[config.mk]
export PLATFORM = sky130hd
export DESIGN_NAME = apb_slave_regfile
export DESIGN_NICKNAME = d
export VERILOG_FILES = /design/src/rtl/apb_pkg.sv /design/src/rtl/apb_regfile.sv /design/src/rtl/apb_slave_regfile.sv
export SDC_FILE = /design/constraint.sdc
export NUM_CORES = 1
export LEC_CHECK = 0
export BUFFER_PORTS_ARGS = -buffer_cell sky130_fd_sc_hd__buf_4
export CORE_UTILIZATION = 60
export DETAILED_ROUTE_END_ITERATION = 12
export HOLD_SLACK_MARGIN = 0.03
export PLACE_DENSITY = 0.85
export SYNTH_ARGS = -nofsm -noshare
export SYNTH_HDL_FRONTEND = slang
export SYNTH_HIERARCHICAL = 1
export SYNTH_SLANG_ARGS = --single-unit
[constraint.sdc]
create_clock -name pclk -period 10.4 [get_ports pclk]
set_clock_uncertainty 0.2 [all_clocks]
set_input_delay 0.52 -clock pclk [delete_from_list [all_inputs] [get_ports pclk]]
set_output_delay 0.52 -clock pclk [all_outputs]
set_load 0.005 [all_outputs]
[src/rtl/apb_pkg.sv]
// Shared APB definitions used by the masters and by this completer.
package apb_pkg;

  typedef enum logic [1:0] {
    ST_IDLE,
    ST_SETUP,
    ST_ACCESS
  } apb_state;

  localparam int APB_ADDR_W = 32;
  localparam int APB_DATA_W = 8;
  localparam logic [APB_ADDR_W-1:0] ADDER_BASE_ADDR = 32'hD0AD00;

endpackage

[src/rtl/apb_regfile.sv]
// Byte-wide register file: writable registers 0..NUM_REGS-2 plus a constant
// read-only ID register at the top index.
module apb_regfile
  import apb_pkg::*;
#(
  parameter int                    NUM_REGS = 8,
  parameter logic [APB_DATA_W-1:0] ID_VALUE = 8'hA5,
  parameter int                    IDX_W    = (NUM_REGS > 1) ? $clog2(NUM_REGS) : 1
) (
  input  logic                  pclk,
  input  logic                  preset,
  input  logic                  we,
  input  logic [IDX_W-1:0]      idx,
  input  logic [APB_DATA_W-1:0] wdata,
  output logic [APB_DATA_W-1:0] rdata
);

  logic [APB_DATA_W-1:0] mem [NUM_REGS-1];

  // NOTE: the array is small and software expects zeros after reset, so every
  // entry is reset; a large RAM-style array would be left unreset instead.
  always_ff @(posedge pclk or posedge preset) begin
    if (preset) begin
      for (int i = 0; i < NUM_REGS - 1; i++) mem[i] <= '0;
    end else if (we) begin
      // The ID index never matches here, so writes to it are dropped.
      for (int i = 0; i < NUM_REGS - 1; i++) begin
        if (idx == IDX_W'(i)) mem[i] <= wdata;
      end
    end
  end

  // NOTE: rdata gets a default before the loop so no path leaves it unassigned
  // (which would infer a latch).
  always_comb begin
    rdata = ID_VALUE;
    for (int i = 0; i < NUM_REGS - 1; i++) begin
      if (idx == IDX_W'(i)) rdata = mem[i];
    end
  end

endmodule

[src/rtl/apb_slave_regfile.sv]
// APB3 completer for a small byte-wide register file with programmable wait
// states and PSLVERR on out-of-range or read-only accesses.
module apb_slave_regfile
  import apb_pkg::*;
#(
  parameter logic [APB_ADDR_W-1:0] BASE_ADDR   = ADDER_BASE_ADDR,
  parameter int                    NUM_REGS    = 8,
  parameter int                    WAIT_CYCLES = 0,
  parameter logic [APB_DATA_W-1:0] ID_VALUE    = 8'hA5
) (
  input  logic                  pclk,
  input  logic                  preset,
  input  logic                  psel_i,
  input  logic                  penable_i,
  input  logic [APB_ADDR_W-1:0] paddr_i,
  input  logic                  pwrite_i,
  input  logic [APB_DATA_W-1:0] pwdata_i,
  output logic                  pready_o,
  output logic [APB_DATA_W-1:0] prdata_o,
  output logic                  pslverr_o
);

  localparam int IDX_W = (NUM_REGS > 1) ? $clog2(NUM_REGS) : 1;
  localparam int CNT_W = 4;

  apb_state state, state_nxt;
  logic [CNT_W-1:0]      cnt;
  logic [APB_ADDR_W-1:0] cap_addr;
  logic                  cap_write;
  logic [APB_DATA_W-1:0] cap_wdata;

  logic                  setup, done, hit, ro_hit, rf_we;
  logic [APB_ADDR_W-1:0] offset;
  logic [IDX_W-1:0]      idx;
  logic [APB_DATA_W-1:0] rf_rdata;

  assign setup = (state == ST_IDLE) && psel_i && !penable_i;
  assign done  = (state == ST_ACCESS) && psel_i && penable_i && (cnt == '0);

  // NOTE: clocked state uses non-blocking assignments so every flop samples
  // pre-edge values regardless of statement order.
  always_ff @(posedge pclk or posedge preset) begin
    if (preset) state <= ST_IDLE;
    else        state <= state_nxt;
  end

  always_comb begin
    state_nxt = state;
    unique case (state)
      ST_IDLE:   if (setup) state_nxt = ST_ACCESS;
      ST_ACCESS: if (!psel_i || done) state_nxt = ST_IDLE;
      default:   state_nxt = ST_IDLE;
    endcase
  end

  // Captured request and wait counter; pwdata_i is only looked at during setup.
  always_ff @(posedge pclk or posedge preset) begin
    if (preset) begin
      cnt       <= '0;
      cap_addr  <= '0;
      cap_write <= 1'b0;
      cap_wdata <= '0;
    end else if (setup) begin
      cnt       <= CNT_W'(WAIT_CYCLES);
      cap_addr  <= paddr_i;
      cap_write <= pwrite_i;
      cap_wdata <= pwdata_i;
    end else if ((state == ST_ACCESS) && psel_i && penable_i && (cnt != '0)) begin
      cnt <= cnt - 1'b1;
    end
  end

  // Subtraction wraps for addresses below the base, hence the explicit >= test.
  assign offset = cap_addr - BASE_ADDR;
  assign hit    = (cap_addr >= BASE_ADDR) && (offset < APB_ADDR_W'(NUM_REGS));
  assign idx    = offset[IDX_W-1:0];
  assign ro_hit = hit && (idx == IDX_W'(NUM_REGS - 1));

  always_comb begin
    pready_o  = done;
    pslverr_o = done && (!hit || (cap_write && ro_hit));
    prdata_o  = (done && !cap_write && hit) ? rf_rdata : '0;
    rf_we     = done && cap_write && hit;
  end

  apb_regfile #(
    .NUM_REGS (NUM_REGS),
    .ID_VALUE (ID_VALUE),
    .IDX_W    (IDX_W)
  ) u_regfile (
    .pclk   (pclk),
    .preset (preset),
    .we     (rf_we),
    .idx    (idx),
    .wdata  (cap_wdata),
    .rdata  (rf_rdata)
  );

endmodule

Yosys cells after proc, flatten, opt, wreduce, memory -nomap -nowiden
Cells that the tools add are included.
Widths: inputs -> output; s select.
{ "op_classes": {"n_lt_le_gt_ge": 2, "reduce_logical": 33, "n_mux": 13, "n_addsub": 2, "n_eq_ne": 10} }
{ "op_table": {"columns": ["operator", "n"], "rows": [
  ["$mux 8", 8],
  ["$ge 32x24->1 const B", 1],
  ["$lt 32x4->1 const B", 1],
  ["$sub 32x24->32 const B", 1],
  ["$reduce_and 2->1", 8],
  ["$logic_and 1x1->1", 14],
  ["$eq 3x3->1 const B", 4],
  ["$mux 4", 2],
  ["$eq 3x2->1 const B", 2],
  ["$logic_not 1->1", 4],
  ["$logic_not 4->1", 1],
  ["$mux 2", 2],
  ["$ne 2x2->1 const B", 2],
  ["$pmux 2 s2", 1],
  ["$reduce_bool 4->1", 1],
  ["$sub 4x1->4 const B", 1],
  ["$eq 3x1->1 const B", 1],
  ["$logic_not 3->1", 1],
  ["$eq 2x2->1 const B", 1],
  ["$logic_not 2->1", 1],
  ["$logic_or 1x1->1", 2],
  ["$reduce_bool 2->1", 1]
]} }
{ "word_totals": {"reg_bits": 103, "inputBits": 45} }

Logic depth before layout (Yosys ltp)
Gate-level depths: netlist (run 1).
{ "depth": {"ltp_word": 10, "ltp_mapped": 10, "depth_no_buf": 9} }

By module
The synthesis (run 1) kept the hierarchy.
{ "modules_own_cells": {"columns": ["module", "instances", "area_each_um2", "cells_per_inst", "seq_area_each_um2"], "rows": [
  ["apb_regfile", 1, 2740.1, 209, 1401.3],
  ["apb_slave_regfile", 1, 2373.5, 200, 1151.1]
]} }

Least setup slack after synthesis (run 1)
OpenSTA, ideal clock, no wires.
{ "synth_path": {"path_kind": "register to register", "startpoint": "register cap_addr[17]", "endpoint": "register u_regfile/mem[32] (netlist bit)", "arrival_time_ns": 3.285, "path_slack_ns": 6.791, "t_required_ns": 10.075, "path_stages_with_launch": 9, "synth_period_minus_slack_ns": 3.609, "path_cell_list": "dfrtp_1 -> or4b_1 -> or4_4 -> a2111oi_4 -> nand4b_4 -> nor3_2 -> nand2b_2 -> nor3b_4 -> mux2_2"} }
{ "synth_between": {"elab_chain_cells": 5, "word_cells_on_any_way": 6, "cone_classes": "add/sub: 1; order compare: 2; reduce/logical: 3"} }
{ "synth_lines": {"columns": ["element", "line", "rtl"], "rows": [
  ["from (decl)", "apb_slave_regfile.sv:28", "logic [APB_ADDR_W-1:0] cap_addr;"],
  ["from (signal assigned)", "apb_slave_regfile.sv:65", "cap_addr <= paddr_i;"],
  ["$sub 32x24->32", "apb_slave_regfile.sv:74", "assign offset = cap_addr - BASE_ADDR;"],
  ["$lt 32x4->1", "apb_slave_regfile.sv:75", "assign hit = (cap_addr >= BASE_ADDR) && (offset < APB_ADDR_W'(NUM_REGS));"],
  ["$logic_and 1x1->1 *", "apb_slave_regfile.sv:75", null],
  ["$logic_and 1x1->1 *", "apb_slave_regfile.sv:83", "rf_we = done && cap_write && hit;"],
  ["net rf_we", "apb_slave_regfile.sv:32", "logic setup, done, hit, ro_hit, rf_we;"],
  ["$reduce_and 2->1 (no line) *", null, null],
  ["to (signal, indexed assignment)", "apb_regfile.sv:28", "if (idx == IDX_W'(i)) mem[i] <= wdata;"],
  ["to (decl)", "apb_regfile.sv:18", "logic [APB_DATA_W-1:0] mem [NUM_REGS-1];"]
]} }
Mark *: on every way through the listed nets, which the timed path passes. The rest lies on a longest branch.
A chain may end at the register's enable or synchronous reset.

Worst setup path after layout (run 1)
{ "layout_path": {"startpoint": "register cap_addr[8]", "endpoint": "register u_regfile/mem[33] (netlist bit)"} }
The elaborated chain is that of the path after synthesis.

==> results of run 1 <==
==> report_power, final <==
group | internal, mW | switching [mW]
clock | 0.117 | 0.135
sequential | 0.431 | 0.0614
combinational | 0.0892 | 0.0978
==> metrics by stage <==
step | cells | setup slack, ns
finish | 567 | 6.43
global route | 567 | 6.20
global placement | 551 | 6.60
detailed placement | 551 | 6.45
CTS | 567 | 6.44
floorplan | 409 | 6.79
==> critical path, stage by stage (launching register included) <==
cell and delay, ns:
dfrtp_1 0.40, o211ai_1 0.47, a21oi_2 0.24, or3_4 0.43, a2111oi_4 0.42, nand4b_4 0.28
nor3_2 0.38, nand2b_2 0.20, nor3b_4 0.45, mux2_2 0.39
==> cell type report <==
cell class | instances | area [µm²]
Clock buffer | 10 | 138
Fill cell | 603 | 2460
Clock inverter | 6 | 61.3
Multi-Input combinational cell | 264 | 2360
Sequential cell | 102 | 2550
Timing Repair Buffer | 57 | 428
Tap cell | 105 | 131
Inverter | 23 | 86.3
==> layer usage <==
metal	share of wire, %	wire length (µm)	vias up
met5	0	0	-
met4	1.2	129	0
met3	5.1	557	13
met2	51	5550	108
met1	43	4660	1786
li1	-	-	1605
==> worst max-delay path by stage <==
stage,slack [ns],depth (start not counted),end
finish,6.43,9,u_regfile/mem[33]
global route,6.20,9,u_regfile/mem[33]
CTS,6.44,9,u_regfile/mem[37]
detailed placement,6.45,9,u_regfile/mem[37]
global placement,6.60,9,u_regfile/mem[39]
floorplan,6.79,8,u_regfile/mem[32]
==> state kept, by name (all words and copies together) (netlist names) <==
| register | flops |
|---|---|
| cnt | 4 |
| cap_write | 1 |
| state | 1 |
| u_regfile/mem | 56 |
| cap_wdata | 8 |
| cap_addr | 32 |
==> cells in the final DEF, fill, tap and decap left out, types with 6 or more instances in the layout <==
master / synthesis / routed
nor4_2: 8 / 8
mux2_2: 99 / 99
nand2_1: 19 / 19
clkbuf_8: 0 / 10
o21ai_0: 16 / 16
a22oi_1: 9 / 9
buf_4: 4 / 57
inv_1: 23 / 21
nor2_1: 14 / 14
a21oi_1: 6 / 6
dfrtp_1: 102 / 102
==> logic make-up (layout without fill, tap and decap cells) <==
| group | after synthesis | in the layout | synth area share (%) |
|---|---|---|---|
| DFF | 102 | 102 | 49.9 |
| xor gates and xnor gates | 3 | 3 | 0.514 |
| buffers and inverters | 43 | 96 | 4.01 |
| adders and majority gates | 1 | 1 | 0.245 |
| AOI/OAI and AO/OA | 72 | 72 | 10.5 |
| muxes | 105 | 105 | 23.2 |
| and+or+nand+nor | 83 | 83 | 11.6 |
==> run metrics, run 1 <==
outcome complete, no violations; Final Critical Period 3.97 ns; GRT Total Usage 26.7%; sequential element share of the synthesized area 49.9%; drc violations 0; Die ar. 8900 µm²; Critical Path RT 10.45 ns; placed cell areas 5560 µm²; RSZ-0062 raised after global routing false; Clk pin slew, worst setup/hold paths 0.10 ns; worst slew pin tran 1.16 ns; H-tree depth 3; setup repair bufs after CTS 0; Post-synth top cells dfrtp_1, mux2_2, inv_1, nand2_1, o21ai_0; first-pass GRT wire length 17,800 µm; Startpoint Class flip-flop; hold_ws 0.156 ns; I/O Pins 55; maxcap violations 0; DR pass1 iterations 4; clk_lat worst skew 0.36 ns; Layout area overhead 12.6%; Primary FF master, synth dfrtp_1; Via Count 3,512; mapped cell area 5110 µm²; number of synthesized flops with an enable pin 0; drt via density 6.19; clk buf depth 2; Routed WL per cell 19.2 µm; Worst R2R Start cap_addr[8]; Layout Nets 503; CP max FO 9; Worst Setup SP cap_addr[8]; total core area 8220 µm²; CTS Hold Buffers Added 0; relative slew slack 22.4%; CTS buffer count 9; die width 94.3 µm; Total Wirelength 10,900 µm; Final Util 70.1%; crit end category flip-flop; fin crit share 38.2%; Mapped Cells 409; post-DP HPWL 7410 µm; Slew Viols, Final 0; # port buffers 54; FF+latch count, synth 102; gr busiest metal met2; most common cell in the netlist dfrtp_1; total nets after synthesis 455; vias in the first global route 3,557; CTS Root Cell clkbuf_8; Initial DRC Count 176; Final Wtd Congestion 0.882; # rows 33; PwrDens 162 nW/µm²; layout cell share with drive strength beyond 1 45.0%; final hold vios 0; Power, Total 0.932 mW; pin count of the biggest net entering global routing 57; min-delay src paddr_i[21]; fmax 252 MHz; setup total negative slack 0 ns; worst r2r dst u_regfile/mem[33]; async set-reset flop share out of synthesis 100%; post-CTS resize count 0; grt ovf 0; Avg Synthesized Cell Area 12.5 µm²; Synth top area share 49.9%; hold endpoint cap_addr[21]; Final ANT Viol Nets 0; Starting Density 62.2%; synth top area cells dfrtp_1, mux2_2, nor4_2, inv_1, o21ai_0; Num Clock Sinks 102; Max VDD drop 109 µV; Setup-failing EPs final 0; n_diodes 0; CTS tree done; Hold Path Cell Cnt 3; CP arrival 4.02 ns; met1 Use GR 35.4%; top cell type by total area after synthesis dfrtp_1; synth warn 6; r2r worst-path depth 9; Die H 94.3 µm; met3 GRT Util 6.15%; post-synthesis cell type count 66; Reg2Reg Setup Slack 6.43 ns; worst hold path class in2reg; met2 usage 43.5%; fin area 5760 µm²; static leakage 2.66 nW; kind of critical path reg2reg; initial antenna violation count 0
Note: power is estimated with default switching activity, not from simulation.
==> run 2, diff against run 1 <==
Settings changed: CORE_UTILIZATION 60 to 53, PLACE_DENSITY 0.85 to 0.8.
Clock period 10.4 ns to 3.36 ns, I/O delays scaled along.
==> run 2 against run 1 <==
  * The run now ends with negative setup slack left
  * Non-clock buffer count increased by 66
  * Utilization rose by 0.62 points
  * Wire length rose by 6.6%
  * Critical endpoint is now u_regfile/mem[32]
  * Largest cell class unchanged
  * Highest routed layer unchanged
==> run metrics, run 2 (synthesized netlist as in run 1, its figures left out) <==
Routed WL per cell 17.7 µm (-8.0%); static leakage 3.00 nW (+13%); initial antenna violation count 0 (unchanged); commonest non-fill, non-tap cells in the layout dfrtp_1, mux2_2, buf_4; # port buffers 54 (unchanged); CTS buffer count 9 (unchanged); worst r2r dst u_regfile/mem[32]; I/O Pins 55 (unchanged); Worst R2R Start cap_addr[17]; setup ws final -0.0342 ns (-6.46 ns); r2r worst-path depth 9 (unchanged); Slew Viols, Final 0 (unchanged); clk_lat worst skew 0.37 ns (about the same); Starting Density 55.1% (-7.2 points); GRT Total Usage 24.6% (-2.2 points); Die H 100 µm (+6.3%); crit end category flip-flop; grt ovf 0 (unchanged); kind of critical path reg2reg; fin crit share 101% (+63 points); Total Wirelength 11,600 µm (+6.6%); relative slew slack 23.5% (+1.2 points); Layout area overhead 28.4%; die width 100 µm (+6.3%); Worst Setup SP cap_addr[17]; placed cell areas 5810 µm² (+4.4%); Final Critical Period 3.39 ns (-0.577 ns); CTS Root Cell clkbuf_8; DR pass1 iterations 6 (+2); layout cell share with drive strength beyond 1 43.8% (-1.3 points); Worst Setup EP u_regfile/mem[32]; Final ANT Viol Nets 0 (unchanged); CP max FO 8 (-1); PwrDens 469 nW/µm² (+190%); worst hold path class in2reg; post-DP HPWL 7800 µm (+5.3%); pin count of the biggest net entering global routing 57 (unchanged); CP arrival 3.45 ns (-0.57 ns); failing checks negative setup slack; Setup-failing EPs final 15 (+15); vias in the first global route 3,758 (+5.7%); worst slew pin tran 1.15 ns (-0.0174 ns); # rows 35 (+6.1%); Switching Share 30.8% (-0.82 points); Clock power frac 28.4% (+1.3 points); clk buf depth 2 (unchanged); Die ar. 10,000 µm² (+13%); drc violations 0 (unchanged); top flop regs u_regfile/mem x56, cap_addr x32, cap_wdata x8; max reg flops 56 (unchanged); Initial DRC Count 155 (-12%); Final Wtd Congestion 0.975 (+11%); H-tree depth 3 (unchanged); first-pass GRT wire length 18,800 µm (+5.3%); Clk pin slew, worst setup/hold paths 0.10 ns (about the same); Num Clock Sinks 102 (unchanged); leading cell type in the layout, fill and taps excluded dfrtp_1; CTS tree done; n_diodes 0 (unchanged); outcome complete, but fails checks; maxcap violations 0 (unchanged); Final Util 70.7% (+0.62 points); Internal Pwr Total 2.13 mW (+230%); total core area 9280 µm² (+13%); drt via density 5.66 (-8.6%); fin area 6560 µm² (+14%); Reg power frac 48.9% (-3.9 points); worst slack at placement -0.00216 ns (-6.46 ns); Via Count 3,720 (+5.9%); Max VDD drop 333 µV (+210%); Layout Nets 569 (+13%); sw power 0.948 mW (+220%); Reg2Reg Setup Slack -0.03 ns (-6.46 ns); Comb pwr share 22.7% (+2.6 points); RSZ-0062 raised after global routing true; Largest Register u_regfile/mem; Startpoint Class flip-flop; fmax 295 MHz (+17%); final hold vios 0 (unchanged); Critical Path RT 3.42 ns (-7.03 ns)
## run 2: cell types whose count changed in the layout (fill, tap and decap cells not counted), moves of 3 or more
cell,before,now
clkinv_2,3,0
mux2_2,99,80
buf_12,0,3
mux2_4,0,19
dlygate4sd3_1,0,43
buf_4,57,76
## run 2: per-stage QoR
stage                     instances  total power [mW]  setup TNS (ns)  hold slack [ns]
after floorplan                 409              1.95           -2.09           0.0848
after global placement          596              2.14               0            0.179
after detailed placement        596              2.16        -0.00595            0.183
after CTS                       655              3.08          -0.182            0.148
after global routing            657              3.22           -5.81            0.186
final                           657              3.08          -0.254            0.151
## run 2: routing by layer
| metal | part of all wire [%] | track usage [%] | routed length (µm) |
|---|---|---|---|
| met5 | 0 | 0 | 0 |
| met4 | 1.5 | 8.03 | 178 |
| met3 | 2.7 | 3.06 | 319 |
| met2 | 51 | 40.7 | 5920 |
| met1 | 45 | 33.8 | 5200 |
## run 2: final cells by class
type | instances | area, µm²
fill | 669 | 2720
multi-input combinational | 264 | 2460
sequential | 102 | 2550
inverter | 23 | 86.3
clock inverter | 6 | 93.8
clock buffer | 10 | 138
tap | 129 | 161
timing repair buffer | 123 | 1070
## run 2: worst min-delay path by stage
stage	start	to	slack, ns	cells after the start
4_1_cts	penable_i	cnt[1]	0.15	5
2_1_floorplan	paddr_i[13]	cap_addr[13]	0.08	2
3_5_place_dp	paddr_i[14]	cap_addr[14]	0.18	3
3_3_place_gp	paddr_i[23]	cap_addr[23]	0.18	3
5_1_grt	penable_i	cnt[0]	0.19	5
6_report	penable_i	cnt[0]	0.15	5
## run 2: worst max-delay path: stages (launching register included)
cell and delay [ns]:
dfrtp_1 0.43, or4b_1 0.52, or4_4 0.50, a2111oi_4 0.41
nand4b_4 0.16, nor3_4 0.23, nand2b_4 0.12, nor3b_4 0.22
buf_12 0.16, mux2_2 0.33
## run 2: repair_timing
action | CTS | global route
resized for setup | 2 | 14
endpoints found under the hold margin | 144 | 0
cloned | 0 | 0
hold buffers | 43 | 0
setup endpoints to repair | 10 | 64
pin swaps | 0 | 1
buffers inserted | 0 | 2
## run 2: power by group through the flow
stage	registers [mW]	clock network (mW)	logic (mW)
global route	1.53	0.933	0.760
floorplan	1.44	0	0.506
finish	1.50	0.875	0.699
global placement	1.52	0	0.620
CTS	1.50	0.893	0.684
detailed placement	1.53	0	0.638
==> run 3, diff against run 2 <==
Settings changed: CORE_UTILIZATION 53 to 59, MAX_ROUTING_LAYER from default to met4, PLACE_DENSITY 0.8 to 0.84.
Clock period 3.36 ns to 3.2 ns, I/O delays scaled along.
==> run 3 against run 2 <==
  * The run still ends with negative setup slack left
  * Worst hold slack got worse by 0.0060 ns
  * Clock power is 4.5% lower
  * Flip-flop and latch count unchanged
  * Worst setup slack worse by 0.27 ns
  * Via count up 13%
  * Global-route usage up 9.9 points
  * Count of clock-buffer cells in the layout down 1
  * Cell count down 2.3%
  * Power is 7.5% higher
  * Maximum frequency shrank 3.2%
  * Sequential power is 8% higher
  * Critical endpoint is now u_regfile/mem[44]
==> run metrics, run 3 (synthesized netlist as in run 1, its figures left out) <==
Total Wirelength 15,600 µm (+34%); crit end category flip-flop; initial antenna violation count 0 (unchanged); Layout Nets 578 (+1.6%); sw power 1.20 mW (+27%); Starting Density 61.6% (+6.5 points); relative slew slack 24.1% (+0.52 points); clk buf depth 2 (unchanged); Clk pin slew, worst setup/hold paths 0.11 ns (about the same); clk_lat worst skew 0.38 ns (about the same); Fill cells 388 (-42%); Final ANT Viol Nets 0 (unchanged); worst slew pin tran 1.14 ns (-0.00773 ns); pin count of the biggest net entering global routing 57 (unchanged); DR pass1 iterations 6 (unchanged); n_diodes 0 (unchanged); H-tree depth 3 (unchanged); fmax 285 MHz (-3.2%); Comb pwr share 25.9% (+3.2 points); kind of critical path reg2reg; layout cell share with drive strength beyond 1 44.9% (+1.1 points); CP Cell Sequence or4b_4 > or4_4 > a2111oi_4 > nand4b_4 > nor3_4 > nand2b_4 > buf_4 > nor2_4 > buf_12 > mux2_4; CP arrival 3.57 ns (+0.12 ns); top flop regs u_regfile/mem x56, cap_addr x32, cap_wdata x8; worst hold path class in2reg; Reg power frac 48.8% (about the same); drc violations 0 (unchanged); Initial DRC Count 382 (+150%); cell family with most CP delay simple AND/OR/NAND/NOR gates; setup ws final -0.307 ns (-0.272 ns); Crit-path slowest cell or4b_4; PwrDens 498 nW/µm² (+6.2%); max incr delay on CP 0.54 ns (+0.02 ns); Slew Viols, Final 0 (unchanged); outcome complete, but fails checks; fin crit share 110% (+8.6 points); drt via density 6.56 (+16%); Setup-failing EPs final 64 (+49); CTS tree done; Num Clock Sinks 102 (unchanged); Critical Path RT 3.27 ns (-0.15 ns); # port buffers 54 (unchanged); final hold vios 0 (unchanged); Startpoint Class flip-flop; failing checks negative setup slack; CP Depth 10 (+1); CTS buffer count 9 (unchanged); total core area 8300 µm² (-11%); min-delay src penable_i; Die ar. 9040 µm² (-10%); post-DP HPWL 7860 µm (+0.77%); RSZ-0062 raised after global routing true; Cells after DPL 580 (-2.7%); max reg flops 56 (unchanged); CTS Root Cell clkbuf_8; Clock power frac 25.3% (-3.1 points); grt ovf 0 (unchanged); maxcap violations 0 (unchanged); Die H 95.1 µm (-5.1%); Largest Register u_regfile/mem; die width 95.1 µm (-5.1%); Final Wtd Congestion 0.900 (-7.7%); Layout area overhead 29.9%; CP Buf/Inv Count 2 (+1); non-filler cells, final 642 (-2.3%); leading cell type in the layout, fill and taps excluded dfrtp_1; setup total negative slack -15.71 ns (-15.45 ns); fin area 6650 µm² (+1.2%); Max VDD drop 373 µV (+12%); CP max FO 8 (unchanged); # rows 33 (-5.7%); r2r worst-path depth 10 (+1); Routed WL per cell 24.2 µm (+37%); GRT Total Usage 34.4% (+9.9 points); Via Count 4,214 (+13%); vias in the first global route 4,248 (+13%); placed cell areas 5870 µm² (+1.0%); Hold Path Cell Cnt 5 (unchanged); Worst Setup SP cap_addr[9]; Final Critical Period 3.51 ns (+0.112 ns); Worst R2R Start cap_addr[9]; commonest non-fill, non-tap cells in the layout dfrtp_1, buf_4, mux2_2; Switching Share 36.3% (+5.5 points); Internal Pwr Total 2.11 mW (-0.97%); Power, Total 3.31 mW (+7.5%); first-pass GRT wire length 22,400 µm (+19%); I/O Pins 55 (unchanged); static leakage 3.07 nW (+2.3%)
[run 3: cell count changes in the layout (fill, tap and decap cells not counted), sizes merged]
cell,delta
buf,+9
bufinv,-2
clkbuf,-1
clkinvlp,-1
inv,+4
[run 3: per-stage QoR]
stage | worst slack (ns) | hold WS (ns) | util, %
3_5_place_dp | -0.158 | 0.175 | 70.7
3_3_place_gp | -0.0777 | 0.166 | 70.7
6_report | -0.307 | 0.145 | 80.1
2_1_floorplan | -0.284 | 0.0768 | -
5_1_grt | -0.376 | 0.160 | 80.1
4_1_cts | -0.137 | 0.108 | 78.8
[run 3: power groups by stage]
stage / registers (mW) / clock network, mW / logic [mW]
after global placement: 1.59 / 0 / 0.677
final: 1.62 / 0.836 / 0.858
after CTS: 1.58 / 0.818 / 0.752
after detailed placement: 1.60 / 0 / 0.699
after floorplan: 1.52 / 0 / 0.531
after global routing: 1.63 / 0.902 / 0.898
[run 3: layout make-up]
type	count	area, µm²	share of cell area, %
flip-flops and latches	102	2550	38.4
repair buffers	132	1140	17.2
clock buffers	9	124	1.86
inverters	23	86.3	1.30
multi-input cells	264	2530	38.1
well taps	105	131	1.98
clock inverters	7	73.8	1.11
[run 3: worst reg2reg max path, delay by kind of cell (launching register included)]
| kind | cells | cell delay, ns |
|---|---|---|
| DFF | 1 | 0.43 |
| muxes | 1 | 0.30 |
| buffers and inverters | 2 | 0.31 |
| and+or+nand+nor | 6 | 1.74 |
| AOI/OAI and AO/OA | 1 | 0.41 |
[run 3: metal layers]
layer / GRT usage, % / vias up / part of all wire (%)
met5: - / - / 0
met4: 13.0 / 0 / 4.7
met3: 5.58 / 93 / 7.5
met2: 56.8 / 305 / 51
met1: 42.7 / 2065 / 37
li1: - / 1751 / -
[run 3: timing repair]
action | 4_1_cts | 5_1_grt
hold endpoints to repair | 144 | 0
gates resized for setup | 8 | 16
cloned | 0 | 0
buffers inserted | 2 | 1
hold buffers | 43 | 0
endpoints found under the setup margin | 64 | 64
pin swaps | 0 | 1
[run 3: path summary, 6_finish.rpt]
path	endpoint	slack (ns)
min reg2reg	u_regfile/mem[19]	0.32
max in group asynchronous	u_regfile/mem[19]	1.64
min in group asynchronous	cap_addr[30]	0.37
max	u_regfile/mem[44]	-0.31
min	cnt[0]	0.15
max reg2reg	u_regfile/mem[44]	-0.31
